## src/rtl/mm_pkg.sv

```systemverilog
// Shared definitions for the Mastermind engine: one-hot state encoding and
// the width-derivation helpers used to size ports and counters.
package mm_pkg;

    typedef enum logic [5:0] {
        ST_START  = 6'b000001,
        ST_INPUT  = 6'b000010,
        ST_SCORE  = 6'b000100,
        ST_TALLY  = 6'b001000,
        ST_DONEC  = 6'b010000,
        ST_DONENC = 6'b100000
    } state_t;

    function automatic int clog2_min1(input int n);
        return (n <= 1) ? 1 : $clog2(n);
    endfunction

    function automatic int idx_width(input int num_pegs);
        return clog2_min1(num_pegs);
    endfunction

    function automatic int cnt_width(input int num_pegs);
        return $clog2(num_pegs + 1);
    endfunction

    function automatic int gn_width(input int max_guesses);
        return clog2_min1(max_guesses);
    endfunction

endpackage

```

## src/rtl/mm_histogram.sv

```systemverilog
// Per-color counter bank: synchronous clear, single-color increment and an
// asynchronous read port addressed by color.
module mm_histogram
    import mm_pkg::*;
#(
    parameter int COLOR_W = 3,
    parameter int CNT_W   = 3
) (
    input  logic               clk,
    input  logic               rst_n,
    input  logic               clr,
    input  logic               inc,
    input  logic [COLOR_W-1:0] inc_color,
    input  logic [COLOR_W-1:0] rd_color,
    output logic [CNT_W-1:0]   rd_count
);

    localparam int NUM_COLORS = 2 ** COLOR_W;

    logic [CNT_W-1:0] bins_r [NUM_COLORS];

    // Counter bank: clear has priority over increment
    always_ff @(posedge clk or negedge rst_n) begin
        if (!rst_n) begin
            for (int c = 0; c < NUM_COLORS; c++) begin
                bins_r[c] <= CNT_W'(0);
            end
        end else if (clr) begin
            for (int c = 0; c < NUM_COLORS; c++) begin
                bins_r[c] <= CNT_W'(0);
            end
        end else if (inc) begin
            bins_r[inc_color] <= bins_r[inc_color] + CNT_W'(1);
        end
    end

    assign rd_count = bins_r[rd_color];

endmodule

```

## src/rtl/mastermind_engine.sv

```systemverilog
// Mastermind game engine: cursor/peg entry, sequential scoring and tallying.
// Optional per-guess history readback is enabled with MM_HISTORY_EN.
module mastermind_engine
    import mm_pkg::*;
#(
    parameter int NUM_PEGS    = 4,
    parameter int COLOR_W     = 3,
    parameter int MAX_GUESSES = 6,
    localparam int IDX_W  = idx_width(NUM_PEGS),
    localparam int CNT_W  = cnt_width(NUM_PEGS),
    localparam int GN_W   = gn_width(MAX_GUESSES),
    localparam int CODE_W = NUM_PEGS * COLOR_W,
    localparam int HIST_W = CODE_W + 2 * CNT_W
) (
    input  logic              Clk,
    input  logic              Reset_n,
    input  logic [CODE_W-1:0] correct_answer,
    input  logic [COLOR_W-1:0] current_color,
    input  logic              confirm_color,
    input  logic              check_guess,
    input  logic              BtnL,
    input  logic              BtnR,
    input  logic              new_game,
`ifdef MM_HISTORY_EN
    input  logic [GN_W-1:0]   hist_idx,
    output logic [HIST_W-1:0] hist_data,
`endif
    output logic [IDX_W-1:0]  index,
    output logic [GN_W-1:0]   guess_num,
    output logic [CODE_W-1:0] current_guess,
    output logic [CNT_W-1:0]  exact_cnt,
    output logic [CNT_W-1:0]  partial_cnt,
    output logic              score_valid,
    output logic              q_Start,
    output logic              q_Input,
    output logic              q_Score,
    output logic              q_Tally,
    output logic              q_DoneC,
    output logic              q_DoneNC
);

    localparam logic [IDX_W-1:0]   IDX_LAST  = IDX_W'(NUM_PEGS - 1);
    localparam logic [IDX_W-1:0]   PEG_LAST  = IDX_W'(NUM_PEGS - 1);
    localparam logic [COLOR_W-1:0] COL_LAST  = COLOR_W'((2 ** COLOR_W) - 1);
    localparam logic [GN_W-1:0]    GN_LAST   = GN_W'(MAX_GUESSES - 1);
    localparam logic [CNT_W-1:0]   CNT_ALL   = CNT_W'(NUM_PEGS);

    state_t              state_r;
    state_t              state_nxt_s;
    logic [CODE_W-1:0]   target_r;
    logic [IDX_W-1:0]    peg_r;
    logic [COLOR_W-1:0]  col_r;
    logic [CNT_W-1:0]    exact_acc_r;
    logic [CNT_W-1:0]    partial_acc_r;
    logic [COLOR_W-1:0]  guess_peg_s;
    logic [COLOR_W-1:0]  target_peg_s;
    logic [CNT_W-1:0]    ghist_s;
    logic [CNT_W-1:0]    thist_s;
    logic [CNT_W-1:0]    tally_min_s;
    logic                peg_match_s;
    logic                check_ok_s;
    logic                score_last_s;
    logic                tally_last_s;
    logic                win_s;
    logic                last_guess_s;
    logic                hist_clr_s;
    logic                hist_inc_s;

    function automatic logic all_filled(input logic [CODE_W-1:0] code);
        logic ok;
        ok = 1'b1;
        for (int i = 0; i < NUM_PEGS; i++) begin
            ok = ok & (|code[i*COLOR_W +: COLOR_W]);
        end
        return ok;
    endfunction

    assign guess_peg_s  = current_guess[peg_r*COLOR_W +: COLOR_W];
    assign target_peg_s = target_r[peg_r*COLOR_W +: COLOR_W];
    assign peg_match_s  = (guess_peg_s == target_peg_s);
    assign check_ok_s   = check_guess & all_filled(current_guess);
    assign score_last_s = (peg_r == PEG_LAST);
    assign tally_last_s = (col_r == COL_LAST);
    assign win_s        = (exact_acc_r == CNT_ALL);
    assign last_guess_s = (guess_num == GN_LAST);
    assign tally_min_s  = (ghist_s < thist_s) ? ghist_s : thist_s;

    // Histograms restart at game start and whenever a new guess is accepted
    assign hist_clr_s = (state_r == ST_START) | ((state_r == ST_INPUT) & check_ok_s);
    assign hist_inc_s = (state_r == ST_SCORE) & ~peg_match_s;

    mm_histogram #(.COLOR_W(COLOR_W), .CNT_W(CNT_W)) u_guess_hist (
        .clk       (Clk),
        .rst_n     (Reset_n),
        .clr       (hist_clr_s),
        .inc       (hist_inc_s),
        .inc_color (guess_peg_s),
        .rd_color  (col_r),
        .rd_count  (ghist_s)
    );

    mm_histogram #(.COLOR_W(COLOR_W), .CNT_W(CNT_W)) u_target_hist (
        .clk       (Clk),
        .rst_n     (Reset_n),
        .clr       (hist_clr_s),
        .inc       (hist_inc_s),
        .inc_color (target_peg_s),
        .rd_color  (col_r),
        .rd_count  (thist_s)
    );

    // State register
    always_ff @(posedge Clk or negedge Reset_n) begin
        if (!Reset_n) begin
            state_r <= ST_START;
        end else begin
            state_r <= state_nxt_s;
        end
    end

    // Next-state logic
    always_comb begin
        state_nxt_s = state_r;
        case (state_r)
            ST_START: state_nxt_s = ST_INPUT;
            ST_INPUT: begin
                if (check_ok_s) state_nxt_s = ST_SCORE;
                else            state_nxt_s = ST_INPUT;
            end
            ST_SCORE: begin
                if (score_last_s) state_nxt_s = ST_TALLY;
                else              state_nxt_s = ST_SCORE;
            end
            ST_TALLY: begin
                if (!tally_last_s)     state_nxt_s = ST_TALLY;
                else if (win_s)        state_nxt_s = ST_DONEC;
                else if (last_guess_s) state_nxt_s = ST_DONENC;
                else                   state_nxt_s = ST_INPUT;
            end
            ST_DONEC, ST_DONENC: begin
                if (new_game) state_nxt_s = ST_START;
                else          state_nxt_s = state_r;
            end
            default: state_nxt_s = ST_START;
        endcase
    end

    // Datapath: cursor, peg edits, scoring accumulators and result registers
    always_ff @(posedge Clk or negedge Reset_n) begin
        if (!Reset_n) begin
            target_r      <= CODE_W'(0);
            index         <= IDX_W'(0);
            guess_num     <= GN_W'(0);
            current_guess <= CODE_W'(0);
            exact_cnt     <= CNT_W'(0);
            partial_cnt   <= CNT_W'(0);
            score_valid   <= 1'b0;
            peg_r         <= IDX_W'(0);
            col_r         <= COLOR_W'(0);
            exact_acc_r   <= CNT_W'(0);
            partial_acc_r <= CNT_W'(0);
        end else begin
            score_valid <= 1'b0;
            case (state_r)
                ST_START: begin
                    target_r      <= correct_answer;
                    index         <= IDX_W'(0);
                    guess_num     <= GN_W'(0);
                    current_guess <= CODE_W'(0);
                    exact_cnt     <= CNT_W'(0);
                    partial_cnt   <= CNT_W'(0);
                    peg_r         <= IDX_W'(0);
                    col_r         <= COLOR_W'(1);
                    exact_acc_r   <= CNT_W'(0);
                    partial_acc_r <= CNT_W'(0);
                end
                ST_INPUT: begin
                    // The write uses the index before any same-cycle cursor move
                    if (confirm_color) begin
                        current_guess[index*COLOR_W +: COLOR_W] <= current_color;
                    end
                    if (BtnR && !BtnL && (index != IDX_LAST)) begin
                        index <= index + IDX_W'(1);
                    end else if (BtnL && !BtnR && (index != IDX_W'(0))) begin
                        index <= index - IDX_W'(1);
                    end
                    if (check_ok_s) begin
                        peg_r         <= IDX_W'(0);
                        col_r         <= COLOR_W'(1);
                        exact_acc_r   <= CNT_W'(0);
                        partial_acc_r <= CNT_W'(0);
                    end
                end
                ST_SCORE: begin
                    peg_r <= peg_r + IDX_W'(1);
                    if (peg_match_s) begin
                        exact_acc_r <= exact_acc_r + CNT_W'(1);
                    end
                end
                ST_TALLY: begin
                    partial_acc_r <= partial_acc_r + tally_min_s;
                    col_r         <= col_r + COLOR_W'(1);
                    if (tally_last_s) begin
                        exact_cnt   <= exact_acc_r;
                        partial_cnt <= partial_acc_r + tally_min_s;
                        score_valid <= 1'b1;
                        if (state_nxt_s == ST_INPUT) begin
                            guess_num     <= guess_num + GN_W'(1);
                            current_guess <= CODE_W'(0);
                            index         <= IDX_W'(0);
                        end
                    end
                end
                default: ;
            endcase
        end
    end

`ifdef MM_HISTORY_EN
    logic [HIST_W-1:0] hist_mem_r [MAX_GUESSES];

    // Guess history: captured at each score, wiped on a new game, read out registered
    always_ff @(posedge Clk or negedge Reset_n) begin
        if (!Reset_n) begin
            for (int g = 0; g < MAX_GUESSES; g++) begin
                hist_mem_r[g] <= HIST_W'(0);
            end
            hist_data <= HIST_W'(0);
        end else begin
            if (state_r == ST_START) begin
                for (int g = 0; g < MAX_GUESSES; g++) begin
                    hist_mem_r[g] <= HIST_W'(0);
                end
            end else if ((state_r == ST_TALLY) && tally_last_s) begin
                hist_mem_r[guess_num] <= {current_guess, exact_acc_r, partial_acc_r + tally_min_s};
            end
            if (int'(hist_idx) < MAX_GUESSES) begin
                hist_data <= hist_mem_r[hist_idx];
            end else begin
                hist_data <= HIST_W'(0);
            end
        end
    end
`endif

    assign q_Start  = (state_r == ST_START);
    assign q_Input  = (state_r == ST_INPUT);
    assign q_Score  = (state_r == ST_SCORE);
    assign q_Tally  = (state_r == ST_TALLY);
    assign q_DoneC  = (state_r == ST_DONEC);
    assign q_DoneNC = (state_r == ST_DONENC);

endmodule

```

## config.mk

```make
export PLATFORM = sky130hd
export DESIGN_NAME = mastermind_engine
export DESIGN_NICKNAME = d
export VERILOG_FILES = /design/src/rtl/mm_pkg.sv /design/src/rtl/mm_histogram.sv /design/src/rtl/mastermind_engine.sv
export SDC_FILE = /design/constraint.sdc
export NUM_CORES = 1
export LEC_CHECK = 0
export ABC_AREA = 1
export CAP_MARGIN = 20
export CORE_ASPECT_RATIO = 1.75
export CORE_MARGIN = 10
export CORE_UTILIZATION = 30
export CTS_BUF_LIST = sky130_fd_sc_hd__clkbuf_4 sky130_fd_sc_hd__clkbuf_8
export DETAILED_ROUTE_END_ITERATION = 6
export HOLD_SLACK_MARGIN = 0.1
export PLACE_DENSITY_LB_ADDON = 0.25
export SLEW_MARGIN = 20
export SYNTH_ARGS = -nofsm -noshare
export SYNTH_HDL_FRONTEND = slang
export SYNTH_SLANG_ARGS = --single-unit
```

## constraint.sdc

```tcl
create_clock -name Clk -period 7.4 [get_ports Clk]
set_input_delay 1.48 -clock Clk [delete_from_list [all_inputs] [get_ports Clk]]
set_output_delay 1.48 -clock Clk [all_outputs]
set_load 0.05 [all_outputs]
```

==> Word level (Yosys, flattened, before mapping) <==
Cells that the tools add are included.
{ "word_totals": {"wordCells": 162, "reg_bits": 101, "in_bits": 22, "output_inout_bits": 30} }
{ "classes": {"addsub": 10, "shifts": 4, "mul": 2, "order_cmp": 6, "n_bitwise": 11, "muxes": 57, "n_eq_ne": 19, "n_reduce_logical": 25} }
{ "ops": {"columns": ["op", "n"], "rows": [
  ["24-bit two-way mux", 4],
  ["3-bit two-way mux", 19],
  ["24-bit bitwise mux", 2],
  ["3-bit binary-select mux with 3-bit select", 4],
  ["12-bit two-way mux", 3],
  ["12-bit case mux with 3 select lines", 1],
  ["4-bit negator with 34-bit output", 1],
  ["3-bit by 34-bit variable shift with 12-bit output (first input constant)", 1],
  ["3-bit by 34-bit indexed part select with 12-bit output", 1],
  ["6-bit case mux with 5 select lines", 1],
  ["3-bit case mux with 3 select lines", 3],
  ["6-bit two-way mux", 4],
  ["12-bit by 5-bit indexed part select with 3-bit output", 2],
  ["3-bit demux with 3-bit select", 2],
  ["3-bit case mux with 2 select lines", 3],
  ["3-bit by 1-bit adder with 3-bit output (second input constant)", 5],
  ["12-bit bitwise mux", 1],
  ["6-bit by 2-bit equality test with 1-bit output (second input constant)", 2],
  ["4-bit greater-or-equal comparator (second input constant)", 3],
  ["3-bit NOT with 4-bit output", 3],
  ["2-bit case mux with 3 select lines", 2],
  ["3-bit OR reduction", 4],
  ["2-bit two-way mux", 5],
  ["3-bit equality test (second input constant)", 3],
  ["other kinds (29)", 55]
]} }

==> Logic depth before layout (Yosys ltp) <==
{ "depth": {"word_depth": 11, "mapped_depth": 19, "mapped_depth_nobuf": 19} }

==> By module <==
Synthesis repeated with hierarchy kept, for this count alone.
{ "unflattened": {"cells_unflattened": 878, "hier_area_um2": 6337.3} }
{ "modules_own_cells": {"columns": ["module", "instances", "cells_per_inst", "area_each_um2", "seq_area_each_um2"], "rows": [
  ["mastermind_engine", 1, 414, 3204.3, 1327.5],
  ["mm_histogram", 2, 232, 1566.5, 600.6]
]} }

==> Worst setup path before layout <==
No wires, ideal clock.
{ "synth_path": {"path_kind": "register to output", "startpoint": "register state_r[3]", "endpoint": "output q_Input", "path_buffers": 1, "t_required_ns": 5.920, "t_arrival_ns": 1.565, "path_stages_with_launch": 5, "slack_ns": 4.355, "cell_sequence": "dfrtp_1 -> nor2_1 -> nand2_1 -> nor3_2 -> clkbuf_1"} }
{ "synth_between": {"elab_chain_cells": 1} }
{ "synth_lines": {"columns": ["element", "line", "source"], "rows": [
  ["start: declaration", "mastermind_engine.sv:48", "state_t state_r;"],
  ["start signal: assignment", "mastermind_engine.sv:117", "state_r <= state_nxt_s;"],
  ["6-bit by 2-bit equality test with 1-bit output", "mastermind_engine.sv:247", "assign q_Input = (state_r == ST_INPUT);"],
  ["end: declaration", "mastermind_engine.sv:35", "output logic q_Input,"]
]} }
No other way between the ends.

==> Worst setup path in the final report <==
{ "layout_path": {"startpoint": "register state_r[5]", "endpoint": "output q_Tally"} }
{ "layout_between": {"elab_chain_cells": 1} }
{ "layout_lines": {"columns": ["element", "line", "source"], "rows": [
  ["6-bit by 4-bit equality test with 1-bit output", "mastermind_engine.sv:249", "assign q_Tally = (state_r == ST_TALLY);"],
  ["end: declaration", "mastermind_engine.sv:37", "output logic q_Tally,"]
]} }
No other way between the ends.

==> flow_summary.ini <==
[detailed_routing]
wl_per_cell_um = 17.4
drtAntennaViolNets = 0
viasPerCell = 5.02
vias = 5858
first_iter_violations = 327
routed_wl_um = 20300
first_pass_iters = 5
drc = 0

[sta]
fin_crit_sh_pct = 54.2
report.final.setup_viol = 0
fin_crit_ps = 4010
max_slew.worst_pin.slew_ps = 932
slew_violations = 0
rsz0062_at_grt = no
finalHoldViolations = 0
fmax_mhz = 249
relSlewSlack_pct = 37.9
skew_ps = 20.2
fin_setup_tns_ps = 0

[floorplan]
io_pins = 52
start_util_pct = 30.6
dieArea_um2 = 27800
rows = 70
fp.dieW_um = 131
die_h_um = 213
coreArea_um2 = 20900

[setup_path]
cp.required_ps = 5920
crit_path_start_kind = flop
cp.arrival_ps = 2530
critPathMaxFanout = 8
end_kind = output pin
crit_type = reg2out

[clocking]
postCtsHoldBufs = 0
cts_resized = 0
clockBufferDepth = 2
numCtsBuffers = 9
cts_root_buffer = clkbuf_8
cts_tree = built
cts.sinks = 101
clock_latency_ps = 390
cts_setup_buffers = 0
cts_max_level = 3
clk_pin_slew_ps = 100

[yosys]
synth_top_area_share_pct = 39.0
ys.flop_type = dfrtp_1
async_flop_share_pct = 100
synth_fp_nets = 908
ys_top_cells_by_area = dfrtp_1 39%, nand2_1 15%, nand3_1 8.8%, inv_1 5.0%, o21ai_0 4.9%
synth_cell_types = 48
yosysSeqAreaShare_pct = 39.4
synthCells = 867
synth_area_um2 = 6410
ys_warn_count = 0
synth_area_per_cell_um2 = 7.39
yosysTopAreaCell = dfrtp_1
synth-edff-count = 0
ys_ff_latch = 101

[power]
p_leak_uw = 0.00343
power.density_nw_per_um2 = 254
ir_drop_uv = 287

[job]
cap_violations = 0

[layout]
fill_cells = 2200
drive_above_1_share_pct = 9.30
antenna_cells = 0
nets = 951
syn_to_final_growth_pct = 13.7
finalNonFillerCells = 1166
multi_input_area_um2 = 3350
regArea_um2 = 2530

[place]
dp.cells = 1151
portBuffers = 51
place_congestion = 0.892
dpl.hpwl_um = 15500

[global_route]
track_usage_pct = 15.2
grt_pass1_wl_um = 32600
grt_max_degree = 69
grt_overflow_total = 0
grt_antenna_before_repair = 0
first_global_vias = 5996

[min_path]
min_path_type = reg2reg

[run_status]
status = complete, no violations
[report_power, final]
group | internal [µW] | switching, µW | total [µW]
clock network | 157 | 201 | 358
logic | 205 | 643 | 848
registers | 603 | 39.9 | 643
total | 965 | 884 | 1850
[through the flow]
| stage | total power (µW) | hold WS, ps | util, % | cell area (µm²) | setup WS (ps) |
|---|---|---|---|---|---|
| global route | 1980 | 519 | 34.8 | 7290 | 3160 |
| finish | 1850 | 478 | 34.8 | 7290 | 3390 |
| floorplan | 1270 | 442 | - | 6410 | 4360 |
| detailed placement | 1510 | 459 | 33.9 | 7110 | 3800 |
| global placement | 1510 | 456 | 33.9 | 7110 | 3850 |
| CTS | 1870 | 483 | 34.8 | 7290 | 3350 |
[sequential cells by signal (all words and copies together), names as in the netlist, 6 cells and up]
register,cells
u_target_hist.bins_r,24
current_guess,12
u_guess_hist.bins_r,24
state_r,6
target_r,12
[final timing paths]
check	from	to	slack (ps)	cells past startpoint
min in group asynchronous	Reset_n	guess_num[0]	1020	1
min reg2reg	target_r[4]	target_r[4]	480	2
min	target_r[4]	target_r[4]	480	2
max reg2reg	col_r[1]	partial_cnt[2]	3900	15
max	state_r[5]	q_Tally	3390	4
max in group asynchronous	Reset_n	target_r[8]	5070	2
[logic make-up after synthesis]
kind of cell             after synthesis  synth area share, %
AO/OA/AOI/OAI                        134                 11.4
XOR/XNOR                               3                0.410
adder cells (fa/ha/maj)               19                 3.83
buffers and inverters                121                 8.37
flip-flops                           101                 39.4
AND/OR/NAND/NOR                      489                 36.6
[synth_stat cells (3+ instances only)]
master / instances
o21ai_0: 63
buf_2: 6
nand3_2: 4
nor3_1: 4
dfrtp_1: 100
nand2_1: 260
o21ai_1: 30
nand3_1: 113
o211ai_1: 9
o22ai_1: 3
nand2_4: 4
inv_1: 86
buf_4: 3
buf_6: 3
nand3b_1: 3
nand4_1: 7
inv_2: 7
ha_1: 18
nand2_2: 15
nand3_4: 10
nor2_2: 8
clkbuf_1: 9
o21ai_2: 3
a21oi_1: 18
nor2_1: 49
a22oi_1: 3
[layout by cell type (no fill, tap or decap), types with 3 or more instances in the layout]
| cell type | Yosys | layout |
|---|---|---|
| nand2_1 | 260 | 260 |
| nand3_1 | 113 | 113 |
| dfrtp_1 | 100 | 100 |
| inv_1 | 86 | 86 |
| o21ai_0 | 63 | 63 |
| clkdlybuf4s50_1 | 0 | 50 |
| nor2_1 | 49 | 49 |
| o21ai_1 | 30 | 30 |
| a21oi_1 | 18 | 18 |
| ha_1 | 18 | 18 |
| nand2_2 | 15 | 15 |
| nand3_4 | 10 | 10 |
| o211ai_1 | 9 | 9 |
| clkbuf_8 | 0 | 9 |
| nor2_2 | 8 | 8 |
| inv_2 | 7 | 7 |
| nand4_1 | 7 | 7 |
| buf_4 | 3 | 7 |
| nand2_4 | 4 | 4 |
| nand3_2 | 4 | 4 |
| nor3_1 | 4 | 4 |
| nand3b_1 | 3 | 3 |
| o22ai_1 | 3 | 3 |
| a22oi_1 | 3 | 3 |
| o21ai_2 | 3 | 3 |
| clkinv_2 | 0 | 3 |
[worst max-delay path, cell delays in order, from the launching register on]
cell             delay [ps]
dfrtp_1                 400
nor2_1                  240
nand4_1                 400
inv_2                   260
clkdlybuf4s50_1         840
[layout make-up]
class	count	area share (%)
clock buffer	10	1.80
clock inverter	5	0.721
inverter	96	4.98
multi-input combinational	645	45.9
sequential	101	34.7
tap	252	4.33
timing repair buffer	57	7.59
[per-layer routing]
layer / part of all wire [%] / routed length (µm) / track usage [%] / up-vias
li1: - / - / - / 2916
met3: 2.1 / 425 / 1.76 / 47
met4: 5.4 / 1090 / 9.28 / 0
met5: 0 / 0 / 0 / -
met2: 57 / 11500 / 29.3 / 98
met1: 36 / 7310 / 14.8 / 2797
Power figures use the tool's default switching activity.
